## src/rtl/bus_pkg.sv

```systemverilog
// Shared bus definitions: AXI response codes, arbiter FSM encoding, size helper.
package bus_pkg;

  typedef enum logic [1:0] {
    OKAY   = 2'b00,
    EXOKAY = 2'b01,
    SLVERR = 2'b10,
    DECERR = 2'b11
  } axi_resp_e;

  typedef enum logic [2:0] {
    ARB_IDLE    = 3'd0,
    ARB_WR_ADDR = 3'd1,
    ARB_WR_RESP = 3'd2,
    ARB_RD_ADDR = 3'd3,
    ARB_RD_DATA = 3'd4
  } arb_state_e;

  localparam logic [1:0] AXI_BURST_INCR = 2'b01;

  // AxSIZE encoding for a full-width beat: log2 of the byte count.
  function automatic logic [2:0] AXI_SIZE_FROM_W(input int unsigned w);
    logic [2:0] s;
    s = 3'd0;
    for (int unsigned b = 1; b < w / 8; b = b * 2) s = s + 3'd1;
    return s;
  endfunction

endpackage

```

## src/rtl/axi_req_arbiter_if.sv

```systemverilog
// AXI3 single-beat primary/secondary bundle (no rlast: beats are always single).
interface axi_req_arbiter_if #(
  parameter int ADDR_W = 32,
  parameter int DATA_W = 32
);
  logic              awvalid;
  logic              awready;
  logic [ADDR_W-1:0] awaddr;
  logic [3:0]        awlen;
  logic [2:0]        awsize;
  logic [1:0]        awburst;
  logic              wvalid;
  logic              wready;
  logic [DATA_W-1:0] wdata;
  logic [DATA_W/8-1:0] wstrb;
  logic              wlast;
  logic              bvalid;
  logic              bready;
  logic [1:0]        bresp;
  logic              arvalid;
  logic              arready;
  logic [ADDR_W-1:0] araddr;
  logic [3:0]        arlen;
  logic [2:0]        arsize;
  logic [1:0]        arburst;
  logic              rvalid;
  logic              rready;
  logic [DATA_W-1:0] rdata;
  logic [1:0]        rresp;

  modport master (
    output awvalid, awaddr, awlen, awsize, awburst,
    input  awready,
    output wvalid, wdata, wstrb, wlast,
    input  wready,
    input  bvalid, bresp,
    output bready,
    output arvalid, araddr, arlen, arsize, arburst,
    input  arready,
    input  rvalid, rdata, rresp,
    output rready
  );

  modport slave (
    input  awvalid, awaddr, awlen, awsize, awburst,
    output awready,
    input  wvalid, wdata, wstrb, wlast,
    output wready,
    output bvalid, bresp,
    input  bready,
    input  arvalid, araddr, arlen, arsize, arburst,
    output arready,
    output rvalid, rdata, rresp,
    input  rready
  );
endinterface

```

## src/rtl/rr_arbiter.sv

```systemverilog
// Combinational round-robin picker: first set request at or after ptr, wrapping.
module rr_arbiter #(
  parameter int N  = 3,
  parameter int IW = (N > 1) ? $clog2(N) : 1
) (
  input  logic [N-1:0]  i_req,
  input  logic [IW-1:0] i_ptr,
  output logic [N-1:0]  o_gnt,
  output logic [IW-1:0] o_idx,
  output logic          o_any
);
  int   w_j;
  logic w_found;

  // Scan N positions starting at ptr; the first hit wins.
  always_comb begin
    o_gnt   = '0;
    o_idx   = '0;
    w_found = 1'b0;
    w_j     = 0;
    for (int k = 0; k < N; k++) begin
      w_j = (int'(i_ptr) + k) % N;
      if (!w_found && i_req[w_j]) begin
        w_found     = 1'b1;
        o_gnt[w_j]  = 1'b1;
        o_idx       = IW'(w_j);
      end
    end
  end

  assign o_any = |i_req;
endmodule

```

## src/rtl/axi_req_arbiter.sv

```systemverilog
// Round-robin share of one AXI3 secondary among NUM_REQ requesters,
// one outstanding single-beat transaction at a time.
module axi_req_arbiter
  import bus_pkg::*;
#(
  parameter int NUM_REQ = 3,
  parameter int ADDR_W  = 32,
  parameter int DATA_W  = 32
) (
  input  logic                               aclk,
  input  logic                               areset,
  input  logic [NUM_REQ-1:0]                 req_valid,
  input  logic [NUM_REQ-1:0]                 req_write,
  input  logic [NUM_REQ-1:0][ADDR_W-1:0]     req_addr,
  input  logic [NUM_REQ-1:0][DATA_W-1:0]     req_wdata,
  input  logic [NUM_REQ-1:0][DATA_W/8-1:0]   req_wstrb,
  output logic [NUM_REQ-1:0]                 resp_valid,
  output logic [DATA_W-1:0]                  resp_rdata,
  output logic                               resp_err,
  axi_req_arbiter_if.master                  m_axi
);
  localparam int IW = $clog2(NUM_REQ);
  localparam int SW = DATA_W / 8;
  localparam logic [IW-1:0] LAST_IDX = IW'(NUM_REQ - 1);

  localparam logic [2:0] S_IDLE    = ARB_IDLE;
  localparam logic [2:0] S_WR_ADDR = ARB_WR_ADDR;
  localparam logic [2:0] S_WR_RESP = ARB_WR_RESP;
  localparam logic [2:0] S_RD_ADDR = ARB_RD_ADDR;
  localparam logic [2:0] S_RD_DATA = ARB_RD_DATA;

  logic [2:0]          r_state;
  logic [IW-1:0]       r_rr_ptr;
  logic [IW-1:0]       r_gnt_idx;
  logic [NUM_REQ-1:0]  r_gnt;
  logic [ADDR_W-1:0]   r_addr;
  logic [DATA_W-1:0]   r_wdata;
  logic [SW-1:0]       r_wstrb;
  logic                r_aw_vld, r_w_vld, r_ar_vld, r_bready, r_rready;
  logic [NUM_REQ-1:0]  r_resp_valid;
  logic [DATA_W-1:0]   r_resp_rdata;
  logic                r_resp_err;

  logic [NUM_REQ-1:0]  w_gnt;
  logic [IW-1:0]       w_idx;
  logic                w_any;
  logic [IW-1:0]       w_next_ptr;
  logic                w_aw_done, w_w_done;
  logic                w_unused_resp;

  rr_arbiter #(.N(NUM_REQ), .IW(IW)) u_rr (
    .i_req (req_valid),
    .i_ptr (r_rr_ptr),
    .o_gnt (w_gnt),
    .o_idx (w_idx),
    .o_any (w_any)
  );

  // Pointer moves just past the requester that completed.
  assign w_next_ptr = (r_gnt_idx == LAST_IDX) ? '0 : r_gnt_idx + 1'b1;
  // A channel counts as done if it already handshook or is handshaking now.
  assign w_aw_done  = !r_aw_vld || m_axi.awready;
  assign w_w_done   = !r_w_vld  || m_axi.wready;
  // Only bit 1 of a response distinguishes error from OKAY/EXOKAY.
  assign w_unused_resp = ^{m_axi.bresp[0], m_axi.rresp[0]};

  // Transaction FSM; the cycle carrying resp_valid is skipped for arbitration
  // because the finishing requester still holds req_valid during it.
  always_ff @(posedge aclk) begin
    if (areset) begin
      r_state      <= S_IDLE;
      r_rr_ptr     <= '0;
      r_gnt_idx    <= '0;
      r_gnt        <= '0;
      r_addr       <= '0;
      r_wdata      <= '0;
      r_wstrb      <= '0;
      r_aw_vld     <= 1'b0;
      r_w_vld      <= 1'b0;
      r_ar_vld     <= 1'b0;
      r_bready     <= 1'b0;
      r_rready     <= 1'b0;
      r_resp_valid <= '0;
      r_resp_rdata <= '0;
      r_resp_err   <= 1'b0;
    end else begin
      r_resp_valid <= '0;
      case (r_state)
        S_IDLE: begin
          if (w_any && !(|r_resp_valid)) begin
            r_gnt_idx <= w_idx;
            r_gnt     <= w_gnt;
            r_addr    <= req_addr[w_idx];
            r_wdata   <= req_wdata[w_idx];
            r_wstrb   <= req_wstrb[w_idx];
            if (req_write[w_idx]) begin
              r_aw_vld <= 1'b1;
              r_w_vld  <= 1'b1;
              r_state  <= S_WR_ADDR;
            end else begin
              r_ar_vld <= 1'b1;
              r_state  <= S_RD_ADDR;
            end
          end
        end
        S_WR_ADDR: begin
          if (r_aw_vld && m_axi.awready) r_aw_vld <= 1'b0;
          if (r_w_vld  && m_axi.wready)  r_w_vld  <= 1'b0;
          if (w_aw_done && w_w_done) begin
            r_bready <= 1'b1;
            r_state  <= S_WR_RESP;
          end
        end
        S_WR_RESP: begin
          if (m_axi.bvalid) begin
            r_resp_valid <= r_gnt;
            r_resp_err   <= m_axi.bresp[1];
            r_bready     <= 1'b0;
            r_rr_ptr     <= w_next_ptr;
            r_state      <= S_IDLE;
          end
        end
        S_RD_ADDR: begin
          if (m_axi.arready) begin
            r_ar_vld <= 1'b0;
            r_rready <= 1'b1;
            r_state  <= S_RD_DATA;
          end
        end
        S_RD_DATA: begin
          if (m_axi.rvalid) begin
            r_resp_valid <= r_gnt;
            r_resp_rdata <= m_axi.rdata;
            r_resp_err   <= m_axi.rresp[1];
            r_rready     <= 1'b0;
            r_rr_ptr     <= w_next_ptr;
            r_state      <= S_IDLE;
          end
        end
        default: r_state <= S_IDLE;
      endcase
    end
  end

  assign resp_valid    = r_resp_valid;
  assign resp_rdata    = r_resp_rdata;
  assign resp_err      = r_resp_err;

  assign m_axi.awvalid = r_aw_vld;
  assign m_axi.awaddr  = r_addr;
  assign m_axi.awlen   = 4'd0;
  assign m_axi.awsize  = AXI_SIZE_FROM_W(DATA_W);
  assign m_axi.awburst = AXI_BURST_INCR;
  assign m_axi.wvalid  = r_w_vld;
  assign m_axi.wdata   = r_wdata;
  assign m_axi.wstrb   = r_wstrb;
  assign m_axi.wlast   = 1'b1;
  assign m_axi.bready  = r_bready;
  assign m_axi.arvalid = r_ar_vld;
  assign m_axi.araddr  = r_addr;
  assign m_axi.arlen   = 4'd0;
  assign m_axi.arsize  = AXI_SIZE_FROM_W(DATA_W);
  assign m_axi.arburst = AXI_BURST_INCR;
  assign m_axi.rready  = r_rready;
endmodule

```

## src/flat_wrapper.sv

```systemverilog
// flat-port wrapper written by rule: the top's interface ports become plain ports
module axi_req_arbiter_flat import bus_pkg::*;
#(
  parameter int NUM_REQ = 3,
  parameter int ADDR_W  = 32,
  parameter int DATA_W  = 32
)
  (aclk, areset, req_valid, req_write, req_addr, req_wdata, req_wstrb, resp_valid, resp_rdata, resp_err, m_axi_awvalid, m_axi_awaddr, m_axi_awlen, m_axi_awsize, m_axi_awburst, m_axi_awready, m_axi_wvalid, m_axi_wdata, m_axi_wstrb, m_axi_wlast, m_axi_wready, m_axi_bvalid, m_axi_bresp, m_axi_bready, m_axi_arvalid, m_axi_araddr, m_axi_arlen, m_axi_arsize, m_axi_arburst, m_axi_arready, m_axi_rvalid, m_axi_rdata, m_axi_rresp, m_axi_rready);
  axi_req_arbiter_if #(.ADDR_W(ADDR_W), .DATA_W(DATA_W)) m_axi_i ();
  input  logic aclk;
  input  logic areset;
  input  logic [NUM_REQ-1:0] req_valid;
  input  logic [NUM_REQ-1:0] req_write;
  input  logic [NUM_REQ-1:0][ADDR_W-1:0] req_addr;
  input  logic [NUM_REQ-1:0][DATA_W-1:0] req_wdata;
  input  logic [NUM_REQ-1:0][DATA_W/8-1:0] req_wstrb;
  output logic [NUM_REQ-1:0] resp_valid;
  output logic [DATA_W-1:0] resp_rdata;
  output logic resp_err;
  output wire logic [$bits(m_axi_i.awvalid)-1:0] m_axi_awvalid;
  output wire logic [$bits(m_axi_i.awaddr)-1:0] m_axi_awaddr;
  output wire logic [$bits(m_axi_i.awlen)-1:0] m_axi_awlen;
  output wire logic [$bits(m_axi_i.awsize)-1:0] m_axi_awsize;
  output wire logic [$bits(m_axi_i.awburst)-1:0] m_axi_awburst;
  input wire logic [$bits(m_axi_i.awready)-1:0] m_axi_awready;
  output wire logic [$bits(m_axi_i.wvalid)-1:0] m_axi_wvalid;
  output wire logic [$bits(m_axi_i.wdata)-1:0] m_axi_wdata;
  output wire logic [$bits(m_axi_i.wstrb)-1:0] m_axi_wstrb;
  output wire logic [$bits(m_axi_i.wlast)-1:0] m_axi_wlast;
  input wire logic [$bits(m_axi_i.wready)-1:0] m_axi_wready;
  input wire logic [$bits(m_axi_i.bvalid)-1:0] m_axi_bvalid;
  input wire logic [$bits(m_axi_i.bresp)-1:0] m_axi_bresp;
  output wire logic [$bits(m_axi_i.bready)-1:0] m_axi_bready;
  output wire logic [$bits(m_axi_i.arvalid)-1:0] m_axi_arvalid;
  output wire logic [$bits(m_axi_i.araddr)-1:0] m_axi_araddr;
  output wire logic [$bits(m_axi_i.arlen)-1:0] m_axi_arlen;
  output wire logic [$bits(m_axi_i.arsize)-1:0] m_axi_arsize;
  output wire logic [$bits(m_axi_i.arburst)-1:0] m_axi_arburst;
  input wire logic [$bits(m_axi_i.arready)-1:0] m_axi_arready;
  input wire logic [$bits(m_axi_i.rvalid)-1:0] m_axi_rvalid;
  input wire logic [$bits(m_axi_i.rdata)-1:0] m_axi_rdata;
  input wire logic [$bits(m_axi_i.rresp)-1:0] m_axi_rresp;
  output wire logic [$bits(m_axi_i.rready)-1:0] m_axi_rready;
  assign m_axi_awvalid = m_axi_i.awvalid;
  assign m_axi_awaddr = m_axi_i.awaddr;
  assign m_axi_awlen = m_axi_i.awlen;
  assign m_axi_awsize = m_axi_i.awsize;
  assign m_axi_awburst = m_axi_i.awburst;
  assign m_axi_i.awready = m_axi_awready;
  assign m_axi_wvalid = m_axi_i.wvalid;
  assign m_axi_wdata = m_axi_i.wdata;
  assign m_axi_wstrb = m_axi_i.wstrb;
  assign m_axi_wlast = m_axi_i.wlast;
  assign m_axi_i.wready = m_axi_wready;
  assign m_axi_i.bvalid = m_axi_bvalid;
  assign m_axi_i.bresp = m_axi_bresp;
  assign m_axi_bready = m_axi_i.bready;
  assign m_axi_arvalid = m_axi_i.arvalid;
  assign m_axi_araddr = m_axi_i.araddr;
  assign m_axi_arlen = m_axi_i.arlen;
  assign m_axi_arsize = m_axi_i.arsize;
  assign m_axi_arburst = m_axi_i.arburst;
  assign m_axi_i.arready = m_axi_arready;
  assign m_axi_i.rvalid = m_axi_rvalid;
  assign m_axi_i.rdata = m_axi_rdata;
  assign m_axi_i.rresp = m_axi_rresp;
  assign m_axi_rready = m_axi_i.rready;
  axi_req_arbiter #(.NUM_REQ(NUM_REQ), .ADDR_W(ADDR_W), .DATA_W(DATA_W)) u_core (.aclk(aclk), .areset(areset), .req_valid(req_valid), .req_write(req_write), .req_addr(req_addr), .req_wdata(req_wdata), .req_wstrb(req_wstrb), .resp_valid(resp_valid), .resp_rdata(resp_rdata), .resp_err(resp_err), .m_axi(m_axi_i));
endmodule
```

## config.mk

```make
export PLATFORM = sky130hd
export DESIGN_NAME = axi_req_arbiter_flat
export DESIGN_NICKNAME = d
export VERILOG_FILES = /design/src/rtl/bus_pkg.sv /design/src/rtl/axi_req_arbiter_if.sv /design/src/rtl/rr_arbiter.sv /design/src/rtl/axi_req_arbiter.sv /design/src/flat_wrapper.sv
export SDC_FILE = /design/constraint.sdc
export NUM_CORES = 1
export LEC_CHECK = 0
export ABC_CLOCK_PERIOD_IN_PS = 2450
export BUFFER_PORTS_ARGS = -buffer_cell sky130_fd_sc_hd__buf_2
export CAP_MARGIN = 0
export CORE_AREA = 5 5 158 160
export DETAILED_ROUTE_END_ITERATION = 16
export DIE_AREA = 0 0 163 165
export GPL_ROUTABILITY_DRIVEN = 0
export GPL_TIMING_DRIVEN = 0
export PLACE_DENSITY = 0.52
export SYNTH_ARGS = -nofsm -noshare
export SYNTH_HDL_FRONTEND = slang
export SYNTH_SLANG_ARGS = --single-unit
```

## constraint.sdc

```tcl
create_clock -name aclk -period 2.45 [get_ports aclk]
set_input_delay 0.245 -clock aclk [delete_from_list [all_inputs] [get_ports aclk]]
set_output_delay 0.245 -clock aclk [all_outputs]
set_load 0.005 [all_outputs]
```

==> flow_summary.json <==
{
  "clkTransAtPathRegs_ps": 60,
  "drc": 0,
  "yosys.area_share.adder": 0.00919,
  "dp_hpwl_microns": 20200,
  "grt_start_max_net_pins": 17,
  "cts_htree_levels": 4,
  "die_h_microns": 165,
  "area_delta_synth_final_pct": 63.2,
  "drt_pre_antenna_iters": 4,
  "cts_sinks": 119,
  "synth_top_family_by_area": "compound AO/OA/AOI/OAI gates",
  "n_fill_cell": 2446,
  "cts_made_buffers": 17,
  "start_kind": "flip-flop",
  "vias_per_cell": 4.57,
  "wire_per_inst_microns": 18.8,
  "max_freq_mhz": 417,
  "max-slew-margin-rel": 0.584,
  "drv_slew": 0,
  "sw_frac_of_total": 0.329,
  "crit_path_max_fanout": 8,
  "final_cell_mix": "buf_2 (391), dfxtp_1 (116), nand2_1 (77), buf_4 (75)",
  "grt_pass1_vias": 6296,
  "ioPinCount": 413,
  "synth.avg_cell_area_sq_um": 9.43,
  "synth-simple-area-share": 0.109,
  "rsz0062_at_grt": "yes",
  "cts_hold_buffers": 0,
  "cts_max_path_buffers": 2,
  "setup-violations-final": 0,
  "rrSetupSlack_ps": 50,
  "yosysSeqAreaShare": 0.437,
  "worstHoldPathType": "in -> reg",
  "stdcell_area_sq_um": 8890,
  "status": "complete, no violations",
  "grt-ovfl-total": 0,
  "cp-end-kind": "flip-flop",
  "syn_area_sq_um": 5450,
  "worstMarginPinSlew_ps": 625,
  "synth.area.mux_share": 0.00735,
  "place.port_buffers": 390,
  "reg2reg_depth": 10,
  "crit_chain": "nor4_4 > o31ai_2 > or3_1 > buf_6 > or3_4 > nor2b_1 > buf_4 > buf_12 > clkbuf_16 > a221o_1",
  "crit_cells": 10,
  "period_share": 0.980,
  "clk_root_buffer_cell": "clkbuf_16",
  "rr_startpoint": "u_core.resp_valid[0]",
  "path_buf_inv": 4,
  "nNetsFinal": 1278,
  "die-area_sq_um": 26900,
  "clock_skew_ps": 12.6,
  "place_ws_ps": -528,
  "p_per_area_nw_per_um2": 1040,
  "synth-seq-cells": 119,
  "worstPathRequired_ps": 2800,
  "core_sq_um": 23300,
  "hold_viol_final": 0,
  "drive_gt1_frac": 0.519,
  "start_util": 0.234,
  "std_cell_rows": 56,
  "synthCells": 578,
  "vdd_drop_max_mv": 0.361,
  "p_int_w": 0.00622,
  "placedInstanceArea_sq_um": 7870,
  "crit_path_end": "u_core.m_axi.wdata[15]",
  "tns_ps": 0,
  "seqPwrFrac": 0.323,
  "dr_total_vias": 6192,
  "die_w_microns": 163,
  "final_util": 0.382,
  "synthFlopType": "dfxtp_1",
  "path_class": "reg -> reg",
  "wl_microns": 25500,
  "synth_edf_count": 0,
  "antenna_found_initial": 4,
  "crit_path_top_delay_cell": "or3_1",
  "yosysWarnings": 0,
  "maxCapViolCount": 0,
  "cts_tree": "done",
  "worst_slack_ps": 50.0,
  "p_leak_nw": 4.42,
  "synth_compound_area_frac": 0.317,
  "hold_depth": 2,
  "critical_path_arrival_ps": 2750,
  "final_common_cell": "buf_2",
  "fin_crit_ps": 2400,
  "drtAntennaViolNets": 0,
  "pwr-share-comb": 0.377,
  "drtIter0Drc": 284,
  "synth_area_leaders": "dfxtp_1 (44%), a221o_1 (12%), a22o_1 (11%)",
  "cp-startpoint": "u_core.resp_valid[0]",
  "grt_pass1_wl_microns": 36400,
  "cpPeakStageDelay_ps": 390,
  "ys_types": 47,
  "reg2reg_to": "u_core.m_axi.wdata[15]",
  "path_delay_family": "simple AND/OR/NAND/NOR gates",
  "clk_latency_ps": 410,
  "synth_xor_area_frac": 0,
  "yosysTopAreaCell": "dfxtp_1",
  "p_sw_w": 0.00304,
  "pwr-share-clk": 0.300,
  "async_reset_ff_frac": 0,
  "synth.top_cell.area_share": 0.437,
  "grtUsageTotal": 0.176
}
[layer usage]
metal / track usage / routed length (microns) / part of all wire / vias up
met1: 0.191 / 9440 / 0.37 / 2869
met2: 0.316 / 13100 / 0.51 / 274
met5: 0 / 47 / 0.0018 / -
met4: 0.0572 / 524 / 0.021 / 6
li1: - / - / - / 3004
met3: 0.0696 / 2390 / 0.094 / 39
[area by class of cell]
type / instances / area, sq um / area share
clock inverter: 13 / 193 / 0.0217
clock buffer: 19 / 453 / 0.0509
timing repair buffer: 409 / 2140 / 0.240
inverter: 9 / 33.8 / 0.00380
antenna: 2 / 5.00 / 0.000563
buffer: 97 / 712 / 0.0801
tap: 319 / 399 / 0.0449
multi-input combinational: 368 / 2570 / 0.289
sequential: 119 / 2390 / 0.268
[sequential cells by signal, indices dropped and copies added (netlist names)]
name                  cells
u_core.resp_err           1
u_core.m_axi.araddr      32
u_core.m_axi.arvalid      1
u_core.m_axi.wdata       32
u_core.m_axi.rready       1
u_core.r_state            3
u_core.r_rr_ptr           2
u_core.r_gnt_idx          2
u_core.m_axi.wvalid       1
u_core.resp_valid         3
u_core.r_gnt              3
u_core.m_axi.bready       1
u_core.resp_rdata        32
u_core.m_axi.awvalid      1
u_core.m_axi.wstrb        4
[Yosys cell counts (2+ instances only)]
cell,number
inv_1,9
buf_2,9
a211oi_1,3
a22o_1,68
a221oi_1,2
and2_1,5
nor2b_1,5
a31oi_1,5
nand3_1,5
a21oi_1,39
nor3_1,3
dfxtp_1,119
buf_6,3
o22ai_1,2
mux2i_1,4
nand3b_1,4
clkbuf_1,32
a311oi_1,4
buf_4,55
conb_1,2
ha_1,4
a221o_1,68
nand2_1,77
o21ai_0,6
nor2_1,23
[worst min path at each step]
stage / start / end / slack, ps
floorplan: m_axi_awready / u_core.m_axi.awvalid / 360
global placement: u_core.resp_rdata[11] / u_core.resp_rdata[11] / 440
detailed placement: u_core.resp_rdata[18] / u_core.resp_rdata[18] / 450
CTS: m_axi_awready / u_core.m_axi.awvalid / 10
global route: m_axi_wready / u_core.m_axi.wvalid / 30
finish: m_axi_awready / u_core.m_axi.awvalid / 40
[worst reg2reg max path: cells and delay by family, from the launching register on]
kind                   cells  cell delay [ps]
and+or+nand+nor            4             1140
DFF                        1              330
AOI/OAI and AO/OA          2              250
buffers and inverters      4              620
[per-stage QoR]
stage | total power, W | hold slack, ps | std cells
CTS | 0.00931 | 9.94 | 1348
floorplan | 0.00471 | 356 | 595
detailed placement | 0.00629 | 446 | 1304
global placement | 0.00629 | 440 | 1304
finish | 0.00926 | 37.7 | 1355
global route | 0.00982 | 25.8 | 1354
[power by group through the flow]
stage               logic [W]  registers [W]  clock network (W)
detailed placement    0.00326        0.00303                  0
global placement      0.00327        0.00302                  0
finish                0.00349        0.00299            0.00277
global route          0.00383        0.00307            0.00292
floorplan             0.00176        0.00294                  0
CTS                   0.00346        0.00300            0.00284
[cell families after synthesis]
group,after synthesis
AO/OA/AOI/OAI,209
adder cells (fa/ha/maj),4
buffers and inverters,108
flip-flops,119
multiplexers,4
other,2
AND/OR/NAND/NOR,132
[timing repair]
action	CTS	global route
setup endpoints to repair	68	68
setup buffers	14	3
gates cloned	0	2
pin swaps	8	4
gates resized for setup	47	20
Note: power is estimated with default switching activity, not from simulation.
